**src/rtl/uart_pkg.sv**
```systemverilog
// Shared UART-side constants and the tx queue sequencer state encoding.
// Clock/baud defaults are consumed by the transmitter/receiver blocks.
package uart_pkg;

  localparam int UART_BYTE_W       = 8;
  localparam int UART_CLK_HZ       = 50_000_000;
  localparam int UART_BAUD         = 115_200;
  localparam int UART_CLKS_PER_BIT = UART_CLK_HZ / UART_BAUD;

  typedef enum logic [1:0] {
    IDLE      = 2'd0,
    WAIT_DONE = 2'd1,
    GAP       = 2'd2
  } txq_state_e;

endpackage

```
**src/rtl/sync_fifo.sv**
```systemverilog
// Circular-buffer FIFO, registered full/empty/count; head data is a direct read of the storage.
// Pushes while full and pops while empty are ignored; a simultaneous push and pop keeps count.
module sync_fifo #(
  parameter int WIDTH = 8,
  parameter int DEPTH = 16
) (
  input  logic                   clk_i,
  input  logic                   rst_i,
  input  logic                   wr_vld_i,
  input  logic [WIDTH-1:0]       wr_dat_i,
  input  logic                   rd_rdy_i,
  output logic [WIDTH-1:0]       rd_dat_o,
  output logic                   full_o,
  output logic                   empty_o,
  output logic [$clog2(DEPTH):0] count_o
);

  localparam int AW = $clog2(DEPTH);
  localparam logic [AW:0] CNT_FULL = (AW+1)'(DEPTH);

  logic [AW:0]      wr_ptr_q, wr_ptr_d;
  logic [AW:0]      rd_ptr_q, rd_ptr_d;
  logic [AW:0]      count_q, count_d;
  logic             full_q, empty_q;
  logic             push, pop;
  logic [WIDTH-1:0] mem_q [DEPTH];

  // Acceptance uses the flags registered at the start of the cycle.
  assign push = wr_vld_i & ~full_q;
  assign pop  = rd_rdy_i & ~empty_q;

  always_comb begin
    wr_ptr_d = wr_ptr_q + {{AW{1'b0}}, push};
    rd_ptr_d = rd_ptr_q + {{AW{1'b0}}, pop};
    count_d  = wr_ptr_d - rd_ptr_d;
  end

  always_ff @(posedge clk_i) begin
    if (rst_i) begin
      wr_ptr_q <= '0;
      rd_ptr_q <= '0;
      count_q  <= '0;
      full_q   <= 1'b0;
      empty_q  <= 1'b1;
    end else begin
      wr_ptr_q <= wr_ptr_d;
      rd_ptr_q <= rd_ptr_d;
      count_q  <= count_d;
      full_q   <= (count_d == CNT_FULL);
      empty_q  <= (count_d == '0);
    end
  end

  always_ff @(posedge clk_i) begin
    if (push) begin
      mem_q[wr_ptr_q[AW-1:0]] <= wr_dat_i;
    end
  end

  assign rd_dat_o = mem_q[rd_ptr_q[AW-1:0]];
  assign full_o   = full_q;
  assign empty_o  = empty_q;
  assign count_o  = count_q;

endmodule

```
**src/rtl/uart_tx_queue.sv**
```systemverilog
// Byte queue feeding the UART transmitter: pops one byte per frame, waits for TXDONE plus an optional gap.
// Push-to-TXSTART is 2 cycles when idle; pushes while FULL are dropped and latch OVERFLOW.
module uart_tx_queue
  import uart_pkg::*;
#(
  parameter int DEPTH      = 16,
  parameter int GAP_CYCLES = 0
) (
  input  logic                   CLK,
  input  logic                   RESET,
  input  logic                   WR_EN,
  input  logic [UART_BYTE_W-1:0] WR_DATA,
  output logic                   FULL,
  output logic                   EMPTY,
  output logic [$clog2(DEPTH):0] COUNT,
  output logic                   OVERFLOW,
  output logic [UART_BYTE_W-1:0] TXDATA,
  output logic                   TXSTART,
  input  logic                   TXBUSY,
  input  logic                   TXDONE
);

  localparam int GAP_W = (GAP_CYCLES > 1) ? $clog2(GAP_CYCLES) : 1;
  localparam logic [GAP_W-1:0] GAP_LOAD = (GAP_CYCLES > 0) ? GAP_W'(GAP_CYCLES - 1) : '0;

  txq_state_e             state_q, state_d;
  logic [UART_BYTE_W-1:0] txdata_q, txdata_d;
  logic                   txstart_q, txstart_d;
  logic [GAP_W-1:0]       gap_cnt_q, gap_cnt_d;
  logic                   overflow_q, overflow_d;
  logic                   pop;
  logic [UART_BYTE_W-1:0] head_dat;
  logic                   fifo_full, fifo_empty;

  sync_fifo #(
    .WIDTH (UART_BYTE_W),
    .DEPTH (DEPTH)
  ) u_fifo (
    .clk_i    (CLK),
    .rst_i    (RESET),
    .wr_vld_i (WR_EN),
    .wr_dat_i (WR_DATA),
    .rd_rdy_i (pop),
    .rd_dat_o (head_dat),
    .full_o   (fifo_full),
    .empty_o  (fifo_empty),
    .count_o  (COUNT)
  );

  always_comb begin
    state_d    = state_q;
    txdata_d   = txdata_q;
    txstart_d  = 1'b0;
    gap_cnt_d  = gap_cnt_q;
    pop        = 1'b0;
    overflow_d = overflow_q | (WR_EN & fifo_full);
    case (state_q)
      IDLE: begin
        if (!fifo_empty && !TXBUSY) begin
          pop       = 1'b1;
          txdata_d  = head_dat;
          txstart_d = 1'b1;
          state_d   = WAIT_DONE;
        end
      end
      WAIT_DONE: begin
        if (TXDONE) begin
          if (GAP_CYCLES > 0) begin
            state_d   = GAP;
            gap_cnt_d = GAP_LOAD;
          end else begin
            state_d = IDLE;
          end
        end
      end
      GAP: begin
        // TXDONE is deliberately not looked at here.
        if (gap_cnt_q == '0) begin
          state_d = IDLE;
        end else begin
          gap_cnt_d = gap_cnt_q - GAP_W'(1);
        end
      end
      default: state_d = IDLE;
    endcase
  end

  always_ff @(posedge CLK) begin
    if (RESET) begin
      state_q    <= IDLE;
      txdata_q   <= '0;
      txstart_q  <= 1'b0;
      gap_cnt_q  <= '0;
      overflow_q <= 1'b0;
    end else begin
      state_q    <= state_d;
      txdata_q   <= txdata_d;
      txstart_q  <= txstart_d;
      gap_cnt_q  <= gap_cnt_d;
      overflow_q <= overflow_d;
    end
  end

  assign FULL     = fifo_full;
  assign EMPTY    = fifo_empty;
  assign OVERFLOW = overflow_q;
  assign TXDATA   = txdata_q;
  assign TXSTART  = txstart_q;

endmodule
```
**config.mk**
```make
export PLATFORM = sky130hd
export DESIGN_NAME = uart_tx_queue
export DESIGN_NICKNAME = d
export VERILOG_FILES = /design/src/rtl/uart_pkg.sv /design/src/rtl/sync_fifo.sv /design/src/rtl/uart_tx_queue.sv
export SDC_FILE = /design/constraint.sdc
export NUM_CORES = 1
export LEC_CHECK = 0
export BUFFER_PORTS_ARGS = -buffer_cell sky130_fd_sc_hd__buf_2
export CORE_MARGIN = 1
export CORE_UTILIZATION = 50
export DETAILED_ROUTE_END_ITERATION = 8
export GPL_ROUTABILITY_DRIVEN = 0
export PLACE_DENSITY = 0.67
export SLEW_MARGIN = 20
export SYNTH_ARGS = -nofsm -noshare
export SYNTH_HDL_FRONTEND = slang
export SYNTH_SLANG_ARGS = --single-unit
```
**constraint.sdc**
```tcl
create_clock -name CLK -period 3.4 [get_ports CLK]
set_clock_uncertainty 0.05 [all_clocks]
set_input_delay 0.17 -clock CLK [delete_from_list [all_inputs] [get_ports CLK]]
set_output_delay 0.17 -clock CLK [all_outputs]
set_load 0.01 [all_outputs]
```
* After elaboration in Yosys (flattened, before gate mapping) *
Memory sizes are Yosys's and may differ from the RTL's. A register that Yosys moved wholly into a read port is not among the register bits.
Index checks and enable logic that the tools add are counted.

word-level totals
  bits in registers = 22
  word-level logic and storage cells = 42
  output and inout port bits = 17
  input port bits = 13
  memories kept = 1
  bits in writable memories = 128

operators by class
  reduce and logical (&&, ||, !) cells = 7
  muxes and demuxes = 9
  bitwise logic cells = 6
  equality and inequality tests = 6
  $add $sub $neg = 4

memory list
  memory        depth  width  rd ports  clocked after Yosys merged registers in  wr ports  line             RTL
  u_fifo.mem_q  16     8      1         1                                        1         sync_fifo.sv:26  logic [WIDTH-1:0] mem_q [DEPTH];

operators with widths
  operator                                       count
  adder 5 x 1 -> 5 bit                           2
  2-to-1 mux 2 bit                               3
  != test 2 bit, second input constant           3
  one-hot mux 2 bit (3 select lines)             1
  == test 5 bit, second input constant           1
  logical NOT 5 bit                              1
  2-to-1 mux 1 bit                               5
  subtractor 5 bit                               1
  AND 1 bit                                      3
  AND reduction 3 bit                            1
  == test 2 x 1 -> 1 bit, second input constant  1
  == test 2 bit, second input constant           1
  logical NOT 1 bit                              2
  logical NOT 2 bit                              1
  NOT 1 bit                                      2
  AND reduction 2 bit                            1
  logical AND 1 bit                              1
  bitwise OR 1 bit                               1
  subtractor 1 bit, second input constant        1

* Logic depth before layout (Yosys ltp) *
Gate-level depths: netlist (run 1).

  word-level depth = 8
  mapped depth = 11
  gate-level depth less buffers = 10

* Hierarchy *
A second synthesis (run 1) with hierarchy kept.

unflattened totals
  cells, all modules = 347
  area total of the unflattened synthesis = 6279.8 um^2

by module, submodules not included
  module         cells each  times used  sequential area each (um^2)  area each (um^2)
  sync_fifo      301         1           4184.0                       5814.3
  uart_tx_queue  46          1           220.2                        465.4

* Least setup slack after synthesis (run 1) *
Ideal clock, no wire load.

  path kind = register to register
  start point = register state_q[0]
  end point = register u_fifo.full_q, in the netlist u_fifo.full_o
  setup time = 0.080 ns
  path slack = 0.860 ns
  buffers on the path = 1
  period minus slack after synthesis = 2.540 ns
  data arrival time = 2.410 ns
  required time = 3.270 ns
  stages on the path, launching flop included = 12
  path through = dfxtp_1 -> nor3_1 -> clkbuf_1 -> ha_1 -> ha_1 -> inv_1 -> ha_1 -> nor2b_1 -> or3_1 -> a21oi_1 -> o2111ai_1 -> nor3b_1

on the way
  word-level cells in the longest chain between the ends = 6

RTL lines
  element                 line                 RTL
  start, declared         uart_tx_queue.sv:26  txq_state_e state_q, state_d;
  start signal, assigned  uart_tx_queue.sv:96  state_q <= state_d;
  logical NOT 2 bit       uart_tx_queue.sv:57  case (state_q)
  2-to-1 mux 1 bit        --
  AND 1 bit               sync_fifo.sv:30      assign pop = rd_rdy_i & ~empty_q;
  adder 5 x 1 -> 5 bit    sync_fifo.sv:34      rd_ptr_d = rd_ptr_q + {{AW{1'b0}}, pop};
  via u_fifo.rd_ptr_d[1]  sync_fifo.sv:22      logic [AW:0] rd_ptr_q, rd_ptr_d;
  subtractor 5 bit        sync_fifo.sv:35      count_d = wr_ptr_d - rd_ptr_d;
  == test 5 bit           sync_fifo.sv:49      full_q <= (count_d == CNT_FULL);
  end signal, assigned    sync_fifo.sv:49
  end, declared           sync_fifo.sv:24      logic full_q, empty_q;

The timed path passes the listed nets, and every way through them passes these cells.
A chain may end at the register's enable or synchronous reset.

* Final worst setup path (run 1) *
  start point = input port WR_EN
  end point = register u_fifo.full_q, in the netlist u_fifo.full_o

on the way
  word-level cells in the longest chain between the ends = 4

RTL lines
  element                 line                 RTL
  start, declared         uart_tx_queue.sv:11  input logic WR_EN,
  AND 1 bit               sync_fifo.sv:29      assign push = wr_vld_i & ~full_q;
  adder 5 x 1 -> 5 bit    sync_fifo.sv:33      wr_ptr_d = wr_ptr_q + {{AW{1'b0}}, push};
  via u_fifo.wr_ptr_d[0]  sync_fifo.sv:21      logic [AW:0] wr_ptr_q, wr_ptr_d;
  subtractor 5 bit        sync_fifo.sv:35
  == test 5 bit           sync_fifo.sv:49

The timed path passes the listed nets, and every way through them passes these cells.

==> results.txt, run 1 <==
* Starting utilization of the core area: 0.5135
* Fillers: 900
- Core ar.: 12010 um2
- Antenna violations before repair: 0
- In the final routed layout, each cell accounts on average for 20.90 um.
- Residual DRC: 0
- Minimum period implied by the final worst setup slack: 2.718 ns
- Walking the worst path, the cells encountered are dlygate4sd3_1 -> buf_2 -> nor2b_1 -> ha_1 -> inv_1 -> ha_1 -> inv_1 -> fa_1 -> maj3_2 -> a21oi_2 -> xnor2_1 -> nor3b_1.
- Data on the critical path is required at its endpoint by 3.67 ns.
- Counting every instance in the synthesized netlist gives 332.
- The finished cells cover 7012 um2.
- Reported max-cap violation count: 0
- After synthesis, the mean cell area works out to 18.58 um2.
* Async set-reset flop share out of synthesis: 0
* ANT nets after route: 0
- In this run the cell area measured after placement is 6451 um2.
- Critical Path Sink Type: register
- Cell row count: 40
* Worst Max-Slew Pin Slew: 0.9455 ns
- I/O pin total: 30
- Dividing the detail-routed via count by the number of cells gives 5.811.
* Count of final setup violators: 0
- TritonCTS built the clock tree.
- Lkg Pwr: 2.393 nW
- Number of global-route vias before repair: 3055
* GRT Residual Overflow: 0
* Fraction of synthesized cell area taken by the top area cell type: 0.6231
- Of the total power, registers draw 0.475.
- Combinational fraction of design power: 0.149
* Netlist area before placement: 6168 um2
- The first global-routing pass estimated 17130 um of wire.
* EDFF count, synth: 128
- CTS-repair resized insts: 0
- The number of placed instances, taps included, is 498.
- At the worst endpoint, the arrival time is 2.99 ns.
- Clk_lat worst skew: 0.41 ns
- The final number of max-transition violations came to 0.
- Number of levels the H-tree was split into: 4
- Worst min path class: input port to register
* Slew headroom: 0.3673
- Proportion of power drawn by the clock network: 0.376
- The routed design uses 5460 um of met2 wire.
- STA classifies the critical path startpoint as an input port.
- Uppermost signal routing layer after detailed routing: met4
* Clock sinks: 156
- Setup repair after global routing left no endpoint under its margin.
- Area overhead of the layout relative to synthesis: 13.67%
- After synthesis, the cell types taking the most area are sky130_fd_sc_hd__edfxtp_1 (62%), sky130_fd_sc_hd__dfxtp_1 (9.1%), sky130_fd_sc_hd__mux4_2 (7.3%).
- Counting along the longest clock path gives a buffer depth of 2.
* Detailed-routed wire length on met3: 448 um
- Kind of critical path: input port to register
* Dpl hpwl: 6901 um
* Fraction of layout instances using a drive strength above 1: 0.2480
* Die extent in x: 113.1 um
- After the last flow step, the layout net total stands at 393.
- Clock tree synthesis selected as its root buffer the cell sky130_fd_sc_hd__clkbuf_16.
- Buffers & Inverters on Critical Path: 4
* Most used standard cell by instance count after synthesis: sky130_fd_sc_hd__edfxtp_1
- The number of antenna diodes in the final layout is 0.
- Number of library cell types mapped by synthesis: 38
- Number of iterations in the first detailed-routing pass: 5
* Full die area: 12780 um2
* Sequential-to-total area share from yosys stat: 0.7140
- The number of nets in the synthesized netlist is 353.
- Number of register bits inferred by synthesis: 156
- Peak supply drop: 360.6 uV
- Of all cell types, the one taking the most synthesized area is sky130_fd_sc_hd__edfxtp_1.
- In the final routing, the length of wire on met1 measures 4959 um.
- The Yosys step of the flow raised 0 warnings.
- Outcome: complete, no violations
* Clock transition time at the flip-flop clock pins of the worst setup and hold paths: 0.06 ns
- For this run, the leading register cell type out of synthesis is sky130_fd_sc_hd__edfxtp_1.
- Global routing usage summed across all routing layers: 0.1913
- Number of input and output port buffers inserted: 29
* CTS buffer count: 17
- Power Internal: 3.542 mW
* Largest net degree at the start of global routing: 33
- Static timing analysis puts the maximum clock frequency at 0.3679 GHz.
- Switching power: 1.064 mW
- The number of endpoints with negative hold slack in the final report is 0.
- Highest net fanout along the worst path: 5
- Dividing total power by cell area gives a power density of 656.9 nW/um2.
* Setup TNS: 0 ns
- For this block, the via count after detailed routing is 3080.
- Sorting the synthesized cells by how often they occur yields sky130_fd_sc_hd__edfxtp_1 (128), sky130_fd_sc_hd__dfxtp_1 (28), sky130_fd_sc_hd__nor2_1 (25), sky130_fd_sc_hd__mux4_2 (20), sky130_fd_sc_hd__mux4_1 (12).
- Cell family with most CP delay: adder cells
- Final Non-Filler Cells: 530
- Share of total power consumed by net switching: 0.2310
- Slowest stage cell, crit path: sky130_fd_sc_hd__dlygate4sd3_1
- Final routed wirelength across all metal layers: 11080 um
* Stage delay of the slowest cell on the critical path: 0.52 ns
* Tcrit/Tclk final: 0.7995
- Die Y: 113.1 um
- In this run, the number of DRC markers left after iteration 0 of detailed routing was 276.
-- power by group through the flow --
stage / clock network [mW] / logic, mW / registers, mW
final: 1.73 / 0.687 / 2.19
after global routing: 1.84 / 0.759 / 2.19
after CTS: 1.77 / 0.697 / 2.19
after global placement: 0 / 0.686 / 2.22
after floorplan: 0 / 0.501 / 2.25
after detailed placement: 0 / 0.695 / 2.23
-- per-stage QoR --
| stage | util | power (mW) | hold slack [ns] | setup WS (ns) |
|---|---|---|---|---|
| 6_report | 0.5838 | 4.606 | 0.09713 | 0.6817 |
| 5_1_grt | 0.5838 | 4.791 | 0.09564 | 0.4269 |
| 4_1_cts | 0.5835 | 4.652 | 0.07913 | 0.6570 |
| 3_5_place_dp | 0.5371 | 2.921 | 0.3764 | 0.7204 |
| 3_3_place_gp | 0.5371 | 2.908 | 0.3644 | 0.8318 |
| 2_1_floorplan | - | 2.747 | 0.2189 | 0.8599 |
-- cell type report --
cell class	count	area, um2	share of cell area
sequential	156	4405	0.6283
multi-input combinational	151	1633	0.2329
clock buffer	20	436.7	0.06228
timing repair buffer	39	225.2	0.03212
tap	147	183.9	0.02623
clock inverter	10	101.3	0.01445
inverter	7	26.28	0.003747
-- cells in the final DEF, fill, tap and decap left out, types with 3 or more instances in the layout --
cell type	Yosys	routed
sky130_fd_sc_hd__edfxtp_1	128	128
sky130_fd_sc_hd__buf_2	4	29
sky130_fd_sc_hd__dfxtp_1	28	27
sky130_fd_sc_hd__nor2_1	25	25
sky130_fd_sc_hd__mux4_2	20	20
sky130_fd_sc_hd__clkbuf_16	0	17
sky130_fd_sc_hd__mux4_1	12	12
sky130_fd_sc_hd__nand2b_1	11	11
sky130_fd_sc_hd__nor2b_1	9	8
sky130_fd_sc_hd__a22o_1	8	8
sky130_fd_sc_hd__a221oi_2	8	8
sky130_fd_sc_hd__o22ai_1	8	8
sky130_fd_sc_hd__buf_4	1	8
sky130_fd_sc_hd__inv_1	7	7
sky130_fd_sc_hd__nand3_1	7	7
sky130_fd_sc_hd__ha_1	7	7
sky130_fd_sc_hd__xnor2_1	6	6
sky130_fd_sc_hd__nor3_1	5	5
sky130_fd_sc_hd__clkinv_1	0	4
sky130_fd_sc_hd__xor2_1	3	3
sky130_fd_sc_hd__a21oi_1	3	3
sky130_fd_sc_hd__clkbuf_1	8	3
-- kinds of logic (layout without fill, tap and decap cells) --
kind of cell	after synthesis	after routing	share of synthesized area
buffers and inverters	25	76	0.02171
and+or+nand+nor	66	66	0.05456
muxes	32	32	0.1241
adders and majority gates	9	9	0.01927
AOI/OAI and AO/OA	33	33	0.04828
xor gates and xnor gates	11	11	0.01805
DFF	156	156	0.7140
-- registers in the layout, indices dropped and copies added (netlist names) --
register         cells
u_fifo.rd_ptr_q      5
TXSTART              1
u_fifo.full_o        1
u_fifo.wr_ptr_q      5
u_fifo.empty_o       1
OVERFLOW             1
u_fifo.mem_q       128
state_q              1
u_fifo.count_o       5
TXDATA               8
-- path summary, 6_finish.rpt --
path                                                from                           end  slack, ns  cells after the start
worst max-delay path                               WR_EN      u_fifo.full_o$_SDFF_PP0_       0.68                     12
worst min-delay path                          WR_DATA[4]  u_fifo.mem_q[1][4]$_DFFE_PP_        0.1                      1
worst max register to register  u_fifo.full_o$_SDFF_PP0_      u_fifo.full_o$_SDFF_PP0_       0.76                     10
worst min register to register       OVERFLOW$_SDFF_PP0_           OVERFLOW$_SDFF_PP0_       0.42                      2
-- per-layer routing --
layer	global-route usage	vias to the layer above
li1	-	1404
met1	0.2561	1562
met2	0.3014	99
met3	0.03910	15
met4	0.09561	0
met5	0	-
-- timing repair --
action | in CTS | in global routing
setup buffers | 0 | 0
hold buffers | 2 | 0
hold endpoints to repair | 2 | 0
No activity file was read; power rests on OpenSTA's default activity.
==> run 2, diff against run 1 <==
==> constraint.sdc (replaced) <==
create_clock -name CLK -period 2.7 [get_ports CLK]
set_clock_uncertainty 0.05 [all_clocks]
set_input_delay 0.135 -clock CLK [delete_from_list [all_inputs] [get_ports CLK]]
set_output_delay 0.135 -clock CLK [all_outputs]
set_load 0.01 [all_outputs]
==> run 2 against run 1 <==
Against the previous run:
- non-clock buffer count up 13
- clock-buffer cell count increased by 5
- utilization grew 0.92 points
- die area unchanged
- sequential cell count did not move
- critical path depth fell by 2
- power up 26%
- via count down 1.2%
- final area grew 1.6%
- global-route usage grew 0.46 points
- register-to-register slack worse by 0.53 ns
==> results.txt, run 2 (synthesis gave the netlist of run 1 again) <==
- Reported max-cap violation count: 0 (unchanged)
* Kind of critical path: input port to register
- The worst slack after detailed placement is 0.2235 ns (-0.4969 ns).
- The switching power as a share of total power is 0.2360 (+0.005035).
* Buffers inserted by post-CTS timing repair: 0 (unchanged)
- I/O pin total: 30 (unchanged)
* Number of pins exceeding their max-slew limit in the final report: 0 (unchanged)
* Lkg Pwr: 2.457 nW (+2.7%)
- Cell row count: 40 (unchanged)
- Worst endpoint required time: 2.99 ns (-0.68 ns)
* Global routing usage summed across all routing layers: 0.1959 (+0.004646)
- Peak supply drop: 415.4 uV (+15%)
- Of the available clock period, the critical path in the final layout requires 0.9368.
- The x dimension of the die was 113.1 um (unchanged).
- Worst min path class: input port to register
- The relative slew slack came to 0.4829 (+0.1156).
- The number of flip-flops under the largest register name is 128 (unchanged).
* Final setup slack of the worst path: 0.1707 ns (-0.5110 ns)
* Pwr/cell area: 814.7 nW/um2 (+24%)
* ANT nets after route: 0 (unchanged)
* Most common cell after layout, fill and taps aside: sky130_fd_sc_hd__edfxtp_1
* Final cell utilization of the core: 0.5929 (+0.009167)
- The leftover overflow at the end of global routing came to 0 (unchanged).
- STA classifies the critical path startpoint as an input port.
- The number of nets in the layout is 406 (+3.3%).
* Final routed wirelength across all metal layers: 11420 um (+3.1%)
* Setup TNS: 0 ns (unchanged)
* Largest net degree at the start of global routing: 33 (unchanged)
- Highest-count cells in the layout ignoring fill and taps: sky130_fd_sc_hd__edfxtp_1 (128), sky130_fd_sc_hd__buf_2 (29), sky130_fd_sc_hd__dfxtp_1 (27)
- The number of setup violations in the final report was 0 (unchanged).
* Fraction of layout instances using a drive strength above 1: 0.2739 (+0.02583)
- The net switching component of the power came to 1.369 mW (+29%).
* Clock transition time at the flip-flop clock pins of the worst setup and hold paths: 0.06 ns (about the same)
* Number of global-route vias before repair: 3141 (+2.8%)
* Root buf cell: sky130_fd_sc_hd__clkbuf_16
- N_diodes: 0 (unchanged)
- The half-perimeter wire length after placement came to 7066 um (+2.4%).
* Antenna violations before repair: 0 (unchanged)
- The run finished with clean final reports.
- The number of endpoints with negative hold slack in the final report came to 0 (unchanged).
* Worst Max-Slew Pin Slew: 0.7740 ns (-0.1715 ns)
- Full die area: 12780 um2 (unchanged)
- Area overhead of the layout relative to synthesis: 15.46%
- Die Y: 113.1 um (unchanged)
- The initial detailed-routing violation count is 207 (-25%).
- The number of levels in the clock H-tree was 4 (unchanged).
* Clock sinks: 156 (unchanged)
* Critical Path Sink Type: register
- Highest net fanout along the worst path: 3 (-2)
* Starting utilization of the core area: 0.5135 (unchanged)
- Global-route wire length before repair: 17590 um (+2.7%)
- The number of buffers added on ports is 29 (unchanged).
- The number of design rule violations left after detail routing came to 0 (unchanged).
- Drt via density: 5.582 (-4.0%)
* CTS buffer count: 17 (unchanged)
* Combinational fraction of design power: 0.154 (+0.005)
- The average detailed-routed wire length per instance came to 20.96 um (+0.29%).
* Reg power frac: 0.475 (about the same)
* Power Internal: 4.433 mW (+25%)
* Proportion of power drawn by the clock network: 0.371 (-0.005)
* Maximum count of clock buffers along a single path: 2 (unchanged)
- TritonCTS built the clock tree.
* Number of iterations in the first detailed-routing pass: 4 (-1)
- The arrival time reported for the critical path endpoint is 2.82 ns (-0.17 ns).
* Clk_lat worst skew: 0.42 ns (about the same)
- The area of the core is 12010 um2 (unchanged).
- For this run, the top clock speed supported by timing is 0.3954 GHz.
* Routed via count: 3042 (-1.2%)
- Subtracting the final worst setup slack from the clock period gives 2.529 ns.
[run 2: cell count changes in the layout (fill, tap and decap cells not counted), moves of 2 or more]
cell	change
sky130_fd_sc_hd__clkbuf_1	+4
sky130_fd_sc_hd__clkinv_1	-3
sky130_fd_sc_hd__buf_4	+12
sky130_fd_sc_hd__clkinvlp_4	+2
[run 2: critical path: stages]
cell                            delay [ns]
sky130_fd_sc_hd__dlygate4sd3_1        0.53
sky130_fd_sc_hd__buf_2                0.13
sky130_fd_sc_hd__nor2b_1              0.14
sky130_fd_sc_hd__ha_1                 0.22
sky130_fd_sc_hd__ha_1                 0.36
sky130_fd_sc_hd__fa_1                 0.46
sky130_fd_sc_hd__maj3_2               0.33
sky130_fd_sc_hd__a21oi_2              0.16
sky130_fd_sc_hd__xnor2_1              0.16
sky130_fd_sc_hd__nor3b_2              0.20
[run 2: routing by layer]
metal	routed length, um	up-vias	global-route usage	part of all wire
met3	452	16	0.04606	0.040
li1	-	1431	-	-
met4	206	0	0.08070	0.018
met5	0	-	0	0
met1	5230	1539	0.2665	0.46
met2	5532	56	0.3072	0.48
[run 2: stage by stage]
step / hold slack, ns / instances / total power [mW] / cell area (um2)
global route: 0.04731 / 545 / 6.041 / 7122
CTS: 0.03685 / 545 / 5.847 / 7117
detailed placement: 0.3311 / 511 / 3.701 / 6561
global placement: 0.3324 / 511 / 3.682 / 6561
floorplan: 0.1839 / 332 / 3.459 / 6168
finish: 0.04777 / 545 / 5.802 / 7122
[run 2: layout make-up]
class / count / area [um2]
Inverter: 7 / 26.28
Clock inverter: 7 / 70.07
Multi-Input combinational cell: 151 / 1635
Clock buffer: 25 / 465.4
Sequential cell: 156 / 4405
Tap cell: 147 / 183.9
Fill cell: 911 / 4890
Timing Repair Buffer: 52 / 335.3
[run 2: timing repair]
action	in CTS	in global routing
endpoints found under the hold margin	2	0
setup endpoints to repair	0	1
hold buffers	2	0
gates resized for setup	0	1
[run 2: power groups by stage]
stage | Combinational [mW] | Clock, mW | Sequential [mW]
global placement | 0.882 | 0 | 2.80
CTS | 0.901 | 2.19 | 2.76
detailed placement | 0.896 | 0 | 2.80
global route | 0.979 | 2.30 | 2.76
finish | 0.894 | 2.15 | 2.75
floorplan | 0.631 | 0 | 2.83
[run 2: path summary, 6_finish.rpt]
path | from | end | slack, ns | cells after the start
setup reg to reg | state_q[0]$_SDFFE_PP0P_ | u_fifo.full_o$_SDFF_PP0_ | 0.23 | 10
hold reg to reg | OVERFLOW$_SDFF_PP0_ | OVERFLOW$_SDFF_PP0_ | 0.43 | 2
setup / recovery | WR_EN | u_fifo.full_o$_SDFF_PP0_ | 0.17 | 10
hold / removal | WR_DATA[4] | u_fifo.mem_q[6][4]$_DFFE_PP_ | 0.05 | 1
==> run 3, diff against run 2 <==
--- a/config.mk
+++ b/config.mk
@@ -5,12 +5,15 @@
 export SDC_FILE = /design/constraint.sdc
 export NUM_CORES = 1
 export LEC_CHECK = 0
+export ABC_AREA = 0
 export BUFFER_PORTS_ARGS = -buffer_cell sky130_fd_sc_hd__buf_2
 export CORE_MARGIN = 1
 export CORE_UTILIZATION = 50
 export DETAILED_ROUTE_END_ITERATION = 8
 export GPL_ROUTABILITY_DRIVEN = 0
 export PLACE_DENSITY = 0.67
+export RECOVER_POWER = 25
+export REMOVE_ABC_BUFFERS = 1
 export SLEW_MARGIN = 20
 export SYNTH_ARGS = -nofsm -noshare
 export SYNTH_HDL_FRONTEND = slang
==> run 3 against run 2 <==
Against the previous run:
- combinational power hardly changed
- highest routed layer unchanged
- critical endpoint unchanged
- sequential power hardly changed
- first-iteration DRC count up 50%
- largest power group unchanged
- critical path type unchanged
- clock power is 3% higher
==> results.txt, run 3 (synthesis gave the netlist of run 1 again) <==
- CTS placed an instance of sky130_fd_sc_hd__clkbuf_16 at the clock tree root.
- The die area is 12780 um2 (unchanged).
- The average detailed-routed wire length per instance came to 20.99 um (+0.16%).
- Dpl hpwl: 7167 um (+1.4%)
- The instance area after placement was 6554 um2 (-0.11%).
- TritonCTS built the clock tree.
- CTS-repair resized insts: 0 (unchanged)
- Starting utilization of the core area: 0.5135 (unchanged)
* Global routing usage summed across all routing layers: 0.1959 (about the same)
* Critical Path Sink Type: register
- The average vias per placed instance came to 5.702 (+2.2%).
* Reported max-cap violation count: 0 (unchanged)
- The minimum hold slack came to 0.06818 ns (+0.02041 ns).
* Clock sinks: 156 (unchanged)
* Clock transition time at the flip-flop clock pins of the worst setup and hold paths: 0.06 ns (about the same)
* Number of input and output port buffers inserted: 29 (unchanged)
* Area overhead of the layout relative to synthesis: 15.25%
* Sort of element at the start of the critical path: input port
- Antenna violations before repair: 0 (unchanged)
- The pin count of the biggest net entering global routing is 33 (unchanged).
- The signal on the critical path passes through dlygate4sd3_1 -> buf_2 -> nor2b_1 -> ha_1 -> ha_1 -> fa_1 -> maj3_2 -> a21oi_2 -> xnor2_1 -> nor3b_1.
* Number of levels the H-tree was split into: 4 (unchanged)
* Final cell utilization of the core: 0.5919 (-0.001042)
- Highest net fanout along the worst path: 3 (unchanged)
- Final routed wirelength across all metal layers: 11400 um (-0.21%)
- Number of DRC markers after the initial detailed-route iteration: 311 (+50%)
- Buffers inserted by post-CTS timing repair: 0 (unchanged)
- In the layout the commonest cells are sky130_fd_sc_hd__edfxtp_1 (128), sky130_fd_sc_hd__dfxtp_1 (27), sky130_fd_sc_hd__nor2_1 (25).
* Peak supply drop: 453.8 uV (+9.3%)
- ANT nets after route: 0 (unchanged)
* Routed via count: 3096 (+1.8%)
* Lkg Pwr: 2.447 nW (-0.40%)
- The post-route cell area came to 7109 um2 (-0.18%).
* Highest Clock Rate: 0.3887 GHz (-1.7%)
- Number of iterations in the first detailed-routing pass: 4 (unchanged)
* GRT Residual Overflow: 0 (unchanged)
* Worst Max-Slew Pin Slew: 1.071 ns (+0.2972 ns)
* Kind of critical path: input port to register
- RSZ-0062 raised after global routing: false
- The insertion delay to the later sink of the worst-skew pair is 0.42 ns (about the same).
- The count of pins on the block boundary came to 30 (unchanged).
- N_diodes: 0 (unchanged)
- The flow ran to the end, and the final reports show no timing, DRC or antenna violations.
- Count of final setup violators: 0 (unchanged)
- Most frequent cell on the critical path: sky130_fd_sc_hd__ha_1
* Worst R2R Setup Slack: 0.20 ns (-0.03 ns)
- The minimum period implied by the final worst setup slack is 2.573 ns (+0.04326 ns).
* Worst endpoint required time: 2.98 ns (about the same)
- Slew headroom: 0.2844 (-0.1985)
- The arrival time reported for the critical path endpoint came to 2.85 ns (+0.03 ns).
- The CTS buffer count is 17 (unchanged).
* Global-route wire length before repair: 17680 um (+0.51%)
- Maximum count of clock buffers along a single path: 2 (unchanged)
- Most common cell after layout, fill and taps aside: sky130_fd_sc_hd__edfxtp_1
- Fin nets: 405 (-0.25%)
- The number of design rule violations left after detail routing is 0 (unchanged).
- Number of pins exceeding their max-slew limit in the final report: 0 (unchanged)
- The x dimension of the die came to 113.1 um (unchanged).
* Stage delay of the slowest cell on the critical path: 0.53 ns (about the same)
* Setup TNS: 0 ns (unchanged)
- Worst min path class: input port to register
- The number of global-route vias before repair is 3146 (+0.16%).
- Die Y: 113.1 um (unchanged)
- The layout cell share with drive strength beyond 1 came to 0.2551 (-0.01882).
* Cell row count: 40 (unchanged)
- The cell area power density came to 824.3 nW/um2 (+1.2%).
- The number of endpoints with negative hold slack in the final report was 0 (unchanged).
- The period utilization was 0.9528 (+0.01602).
- For this design, the slowest cell found on the critical path is sky130_fd_sc_hd__dlygate4sd3_1.
* Core ar.: 12010 um2 (unchanged)
* Number of flip-flops in the largest register: 128 (unchanged)
[run 3: worst paths after layout]
kind | startpoint | end | cells past startpoint
worst max-delay path | WR_EN | u_fifo.full_o$_SDFF_PP0_ | 10
worst min-delay path | WR_DATA[6] | u_fifo.mem_q[8][6]$_DFFE_PP_ | 1
worst max register to register | state_q[0]$_SDFFE_PP0P_ | u_fifo.full_o$_SDFF_PP0_ | 10
worst min register to register | OVERFLOW$_SDFF_PP0_ | OVERFLOW$_SDFF_PP0_ | 2
[run 3: what timing repair did]
item / in CTS / in global routing
hold buffers: 2 / 0
endpoints found under the setup margin: 0 / 0
hold endpoints to repair: 2 / 0
[run 3: area by class of cell]
| cell class | instances | area, um2 |
|---|---|---|
| tap | 147 | 183.9 |
| sequential | 156 | 4405 |
| fill | 889 | 4902 |
| multi-input combinational | 151 | 1630 |
| inverter | 7 | 26.28 |
| clock buffer | 23 | 447.9 |
| timing repair buffer | 51 | 320.3 |
| clock inverter | 8 | 95.09 |
[run 3: critical path, delay by kind of cell]
family	cells	cell delay [ns]
fa+ha+maj	4	1.37
buf+inv	2	0.65
simple gates	2	0.36
xor+xnor	1	0.18
compound gates	1	0.16
[run 3: stage by stage]
| step | setup WS, ns | total power [mW] | std cells |
|---|---|---|---|
| global route | 0.007521 | 6.082 | 543 |
| floorplan | -0.5384 | 3.406 | 314 |
| finish | 0.1274 | 5.860 | 543 |
| global placement | 0.2353 | 3.688 | 510 |
| detailed placement | 0.2255 | 3.706 | 510 |
| CTS | 0.1271 | 5.908 | 543 |
[run 3: metal layers]
layer	vias to the layer above	wire (um)	track usage	share of wire
met5	-	0	0	0
met4	0	140	0.08421	0.012
met3	10	497	0.04553	0.044
met2	75	5300	0.2933	0.46
met1	1585	5459	0.2782	0.48
li1	1426	-	-	-
[run 3: power breakdown]
group          switching (mW)  total, mW  internal, mW
Combinational           0.465      0.894         0.428
Clock                   0.863       2.21          1.35
Sequential             0.0421       2.76          2.71
Total                    1.37       5.86          4.49
